File: src/rtl/alu_serial_shifter.sv
// Bit-serial shifter for the ALU BITSHIFT group (11_00xx): one bit position per clock,
// with valid/ready request and response handshakes.
`timescale 1ns/1ps
module alu_serial_shifter #(
  parameter int WORDSIZE = 64,
  parameter int SHAMT_W  = $clog2(WORDSIZE)
) (
  input  logic                clk,
  input  logic                reset,
  input  logic                req_valid,
  output logic                req_ready,
  input  logic [WORDSIZE-1:0] input_a,
  input  logic [WORDSIZE-1:0] input_b,
  input  logic [5:0]          operation,
  output logic                resp_valid,
  input  logic                resp_ready,
  output logic [WORDSIZE-1:0] out,
  output logic                illegal_op,
  output logic                busy
);

  localparam logic [1:0] IDLE  = 2'd0;
  localparam logic [1:0] SHIFT = 2'd1;
  localparam logic [1:0] DONE  = 2'd2;

  logic [1:0]          state;
  logic [WORDSIZE-1:0] sreg;
  logic [WORDSIZE-1:0] step;
  logic [SHAMT_W-1:0]  count;
  logic                right_q;
  logic                arith_q;
  logic                ill_q;
  logic                hold_q;
  logic                legal;
  logic                unused_b;

  assign legal      = (operation[5:2] == 4'b1100);
  assign unused_b   = ^input_b[WORDSIZE-1:SHAMT_W];
  assign req_ready  = (state == IDLE);
  assign resp_valid = (state == DONE);
  assign busy       = (state != IDLE);

  always_comb begin
    step = sreg;
    if (!hold_q) begin
      if (right_q) step = {arith_q & sreg[WORDSIZE-1], sreg[WORDSIZE-1:1]};
      else         step = {sreg[WORDSIZE-2:0], 1'b0};
    end
  end

  // Zero-amount and illegal requests pass through SHIFT once without shifting,
  // so the response always arrives max(n,1) edges after acceptance.
  always_ff @(posedge clk or posedge reset) begin
    if (reset) begin
      state      <= IDLE;
      sreg       <= '0;
      count      <= '0;
      right_q    <= 1'b0;
      arith_q    <= 1'b0;
      ill_q      <= 1'b0;
      hold_q     <= 1'b0;
      out        <= '0;
      illegal_op <= 1'b0;
    end else begin
      case (state)
        IDLE: begin
          if (req_valid) begin
            sreg    <= input_a;
            right_q <= ~operation[0];
            arith_q <= ~operation[1];
            ill_q   <= ~legal;
            hold_q  <= ~legal | (input_b[SHAMT_W-1:0] == '0);
            count   <= legal ? input_b[SHAMT_W-1:0] : '0;
            state   <= SHIFT;
          end
        end
        SHIFT: begin
          sreg <= step;
          if (count != '0) count <= count - 1'b1;
          if (count == '0 || count == SHAMT_W'(1)) begin
            out        <= ill_q ? '0 : step;
            illegal_op <= ill_q;
            state      <= DONE;
          end
        end
        DONE: begin
          if (resp_ready) state <= IDLE;
        end
        default: state <= IDLE;
      endcase
    end
  end

endmodule

File: config.mk
export PLATFORM = sky130hd
export DESIGN_NAME = alu_serial_shifter
export DESIGN_NICKNAME = d
export VERILOG_FILES = /design/src/rtl/alu_serial_shifter.sv
export SDC_FILE = /design/constraint.sdc
export NUM_CORES = 1
export LEC_CHECK = 0
export CAP_MARGIN = 20
export CELL_PAD_IN_SITES_DETAIL_PLACEMENT = 0
export CELL_PAD_IN_SITES_GLOBAL_PLACEMENT = 1
export CORE_MARGIN = 4
export CORE_UTILIZATION = 36
export CTS_CLUSTER_SIZE = 16
export DETAILED_ROUTE_END_ITERATION = 16
export PLACE_DENSITY_LB_ADDON = 0.1
export SLEW_MARGIN = 40
export SYNTH_ARGS = -nofsm -noshare
export SYNTH_HDL_FRONTEND = slang
export SYNTH_SLANG_ARGS = --single-unit
File: constraint.sdc
create_clock -name clk -period 5.25 [get_ports clk]
set_input_delay 1.05 -clock clk [delete_from_list [all_inputs] [get_ports clk]]
set_output_delay 1.05 -clock clk [all_outputs]
set_load 0.05 [all_outputs]
After elaboration in Yosys (flattened, before gate mapping)
Index checks and enable logic that the tools add are counted.
W data, S select, Z words.
{ "op_classes": {"reduce_logical": 12, "n_bitwise": 5, "n_eq_ne": 8, "add_sub_neg": 1, "mux": 13} }
{ "ops": {"columns": ["cell", "count"], "rows": [
  ["$mux W64", 4],
  ["$pmux W64 S2", 1],
  ["$mux W6", 3],
  ["$logic_not A6 Y1", 2],
  ["$pmux W6 S2", 1],
  ["$eq A6 B1 Y1 const B", 1],
  ["$mux W2", 3],
  ["$ne A2 B2 Y1 const B", 3],
  ["$pmux W2 S3", 1],
  ["$reduce_and A2 Y1", 3],
  ["$reduce_and A3 Y1", 2],
  ["$reduce_bool A6 Y1", 1],
  ["$sub A6 B1 Y6 const B", 1],
  ["$eq A4 B4 Y1 const B", 1],
  ["$reduce_bool A2 Y1", 2],
  ["$not A1 Y1", 3],
  ["$eq A2 B1 Y1 const B", 1],
  ["$eq A2 B2 Y1 const B", 1],
  ["$logic_not A2 Y1", 1],
  ["$ne A2 B1 Y1 const B", 1],
  ["$and A1 B1 Y1", 1],
  ["$logic_or A1 B1 Y1", 1],
  ["$or A1 B1 Y1", 1]
]} }
{ "totals": {"regBits": 141, "output_inout_bits": 68, "wordCells": 48, "input_bits": 138} }

Depth between registers and ports, before layout
{ "logic_depth": {"depth_word": 4, "mapped_depth": 7, "ltp_nobuf": 5} }

Worst setup path before layout
OpenSTA, ideal clock, no wires.
{ "synth_timing": {"path_kind": "register to output", "from": "reg state[0]", "to": "out busy", "n_path_buf": 0, "setup_slack_ns": 2.618, "arrival_ns": 1.582, "required_time_ns": 4.200, "path_stages_with_launch": 3, "path_cell_list": "dfrtp_1 -> nor2_1 -> inv_1"} }
{ "synth_via": {"elab_chain_len": 1} }
{ "synth_lines": {"columns": ["element", "line", "source"], "rows": [
  ["start, declared", "26", "logic [1:0] state;"],
  ["start signal, assigned", "55", "state <= IDLE;"],
  ["start signal, assigned", "74", "state <= SHIFT;"],
  ["start signal, assigned", "83", "state <= DONE;"],
  ["$reduce_bool A2 Y1", "41", "assign busy = (state != IDLE);"],
  ["end, declared", "19", "output logic busy"]
]} }
Every way passes these cells.

Worst setup path after layout
{ "layout_timing": {"from": "reg state[0]", "to": "out req_ready"} }
{ "layout_via": {"elab_chain_len": 1} }
{ "layout_lines": {"columns": ["element", "line", "source"], "rows": [
  ["$logic_not A2 Y1", "39", "assign req_ready = (state == IDLE);"],
  ["end, declared", "11", "output logic req_ready,"]
]} }
Every way passes these cells.

==> qor.csv <==
stage,metric,value,unit
worst_setup_path,Critical Path RT,4.20,ns
logic_synthesis,Post-Synthesis Cells,716,
floorplanning,Die ar.,0.0222,mm^2
routing,DR DRC count,0,
sta,RSZ-0062 raised after global routing,false,
clock_tree,post-cts hold buffer count,0,
pwr,PwrDens,705,mW/mm^2
worst_setup_path,"Max stage delay cell, worst path",clkdlybuf4s50_1,
routing,drt wl/cell,17.1,um
min_path,Hold WC Path Type,register to register,
logic_synthesis,Synth top area share,49.3,%
floorplanning,Die Y,149,um
sta,relative slew slack,49.5,%
routing,via count,5861,
pwr,static leakage,0.00402,uW
routing,DR iter-0 viols,201,
routing,post-route ant nets,0,
worst_setup_path,Worst setup SP type,register,
worst_setup_path,"Critical Path, Cell by Cell",nor2_1 -> clkdlybuf4s50_1,
pwr,Sequential Power Share,30.1,%
logic_synthesis,syn_area_per_cell,10.0,um^2
logic_synthesis,Mapped Nets,857,
logic_synthesis,synth unique cells,36,
logic_synthesis,Mapped Area,0.00716,mm^2
routing,total iterations of the first detailed-routing run,7,
layout,Fillers,1855,
sta,Final Hold Slack,0.473,ns
layout,Syn-to-layout area delta,34.2,%
clock_tree,clk sinks,141,
layout,Post-Layout Cell Count,1110,
placed_design,routability congestion estimate from global placement,0.758,
layout,# nets final,972,
routing,vias per cell,5.28,
routing,met1 wire length,8.70,mm
placed_design,number of port buffers,147,
pwr,worst vdd ir,0.000555,V
sta,Tcrit/Tclk final,57.0,%
logic_synthesis,sequential element share of the synthesized area,49.3,%
clock_tree,PostCTS Resize Cnt,0,
logic_synthesis,cell taking the most area after synthesis,dfrtp_1,
clock_tree,post-CTS setup buffers,0,
pwr,Cell Int Power,3750,uW
layout,"Core Util, Final",49.2,%
floorplanning,cell row count,51,
clock_tree,TritonCTS clock tree,done,
sta,FMAX,0.334,GHz
sta,Final min period,2.99,ns
layout,Sequential cell area,0.00354,mm^2
sta,setup violators final,0,
global_route,first-pass GRT wire length,30.8,mm
worst_setup_path,crit path DAT,1.94,ns
global_route,largest net degree at the start of global routing,96,
worst_setup_path,type of the worst setup path,register to output pin,
min_path,worst hold endpoint,out[47],
floorplanning,starting density of the core,36.7,%
global_route,vias in the first global route,5772,
pwr,P_sw,3020,uW
layout,layout cells sized above 1,10.7,%
sta,Final Skew,0.0105,ns
logic_synthesis,Yosys reg bits,141,
sta,Fin Setup TNS,0,ns
routing,Top Layer Used,met5,
pwr,Clk pwr share,20.8,%
clock_tree,Clock Pin Slew Worst Setup and Hold Paths,0.06,ns
placed_design,placed cell count,1077,
sta,Fin. Hold Viols,0,
global_route,initial antenna violation count,2,
clock_tree,CTS Buf Count,17,
worst_setup_path,Worst R2R End,sreg[46],
placed_design,dpl cell area,0.00892,mm^2
sta,Slew @ Worst Pin,0.755,ns
worst_setup_path,CP Max Fanout,6,
global_route,total global routing overflow,0,
pwr,Sw Share,44.6,%
placed_design,post-detail-place hpwl,12.8,mm
floorplanning,Die X,149,um
floorplanning,Boundary Pins,206,
worst_setup_path,"slowest stage delay, CP",0.84,ns
worst_setup_path,flop2flop setup slack,3.16,ns
clock_tree,root buf cell,clkbuf_16,
min_path,min-delay src,out[47],
routing,met2 wire len,9.06,mm
routing,met3 wire len,1.08,mm
run_status,status,"complete, no violations",
sta,max-slew violations,0,
pwr,Comb pwr share,49.1,%
floorplanning,core area,0.0195,mm^2
layout,Multi-input gate area,0.00332,mm^2
logic_synthesis,YS warnings,0,
clock_tree,CTS Buffer Depth,2,
layout,fin area,0.00961,mm^2
clock_tree,CTS H-tree lvls,4,
routing,final WL,19.0,mm
worst_setup_path,Reg-to-Reg Start,state[0],
global_route,Total Routing Usage GR,17.3,%
min_path,worst hold path cell count,2,
clock_tree,Worst-Skew Late Latency,0.41,ns
worst_setup_path,Setup crit end kind,output pin,
logic_synthesis,main area contributors after synthesis,"dfrtp_1, mux2i_1, a22oi_1",
job,number of max-cap violations,0,
worst_setup_path,worst reg2reg path depth,5,
## placed cells by master (no fill, tap or decap), types with 2 or more instances in the layout
cell type / count
clkdlybuf4s50_1: 147
bufinv_16: 7
a21oi_1: 69
buf_12: 7
dfrtp_1: 138
clkbuf_16: 17
dfrtp_4: 3
ha_1: 3
inv_1: 4
nor4_1: 2
a31oi_1: 2
diode_2: 2
o21ai_0: 67
a22oi_1: 62
a21o_1: 2
o31ai_1: 29
clkinvlp_4: 2
clkbuf_1: 2
buf_4: 6
nand2_1: 66
a32oi_1: 2
nor3_1: 2
nor2_1: 76
mux2i_1: 70
o31ai_2: 35
## synth_stat cells (all sizes together)
master / count
and2: 2
a22oi: 62
o2bb2ai: 1
a211o: 1
buf: 33
a31oi: 2
nor3: 2
o21ai: 68
nand2: 66
dfrtp: 141
nor3b: 1
o211ai: 1
nor4: 3
nor4bb: 1
nor2: 76
a21o: 2
o31ai: 64
mux2i: 70
nor2b: 1
a32oi: 2
mux2: 1
ha: 3
clkbuf: 33
inv: 5
a31o: 1
a311oi: 1
a21oi: 69
o21bai: 1
nand2b: 2
nand3: 1
## flip-flops by register name, summed over array words and instances, names as in the netlist
register and cells:
out 64, ill_q 1, hold_q 1, arith_q 1, right_q 1, count 6, state 2, illegal_op 1
sreg 64
## how the worst max path moves through the flow
stage / to / slack (ns) / from
finish: req_ready / 2.26 / state[0]
global route: req_ready / 2.16 / state[0]
CTS: req_ready / 2.22 / state[0]
detailed placement: sreg[5] / 2.22 / req_valid
global placement: sreg[36] / 1.96 / req_valid
floorplan: arith_q / 0.42 / reset
## metal layers
metal | global-route usage (%) | vias to the layer above
met2 | 27.7 | 151
met4 | 4.90 | 2
met3 | 4.22 | 18
met5 | 0 | -
met1 | 23.4 | 2837
li1 | - | 2853
## power by group through the flow
stage | sequential, uW | combinational [uW] | clock, uW
3_3_place_gp | 2190 | 3090 | 0
3_5_place_dp | 2060 | 3360 | 0
4_1_cts | 2050 | 3370 | 1450
5_1_grt | 2120 | 3600 | 1490
2_1_floorplan | 2680 | 1700 | 0
6_report | 2040 | 3330 | 1410
## kinds of logic after synthesis
kind of cell	count (synthesis)	synth area share (%)
AOI/OAI and AO/OA	275	26.6
and+or+nand+nor	155	8.80
DFF	141	49.3
buffers and inverters	71	4.86
muxes	71	9.94
adders and majority gates	3	0.524
## area by class of cell
cell class	instances	area share (%)
flip-flops and latches	141	36.8
multi-input cells	504	34.6
repair buffers	162	17.7
clock buffers	20	4.65
well taps	265	3.45
clock inverters	11	2.49
inverters	5	0.273
diodes	2	0.0521
## critical path: cells and delay by family, from the launching register on
| kind | cells | cell delay (ns) |
|---|---|---|
| simple gates | 1 | 0.22 |
| flops | 1 | 0.47 |
| buf+inv | 1 | 0.84 |
## metrics by stage
step / setup slack, ns / power, uW
2_1_floorplan: 0.419 / 4370
6_report: 2.26 / 6780
3_3_place_gp: 1.96 / 5270
3_5_place_dp: 2.22 / 5420
4_1_cts: 2.22 / 6870
5_1_grt: 2.16 / 7220
No activity file was read; power rests on OpenSTA's default activity.
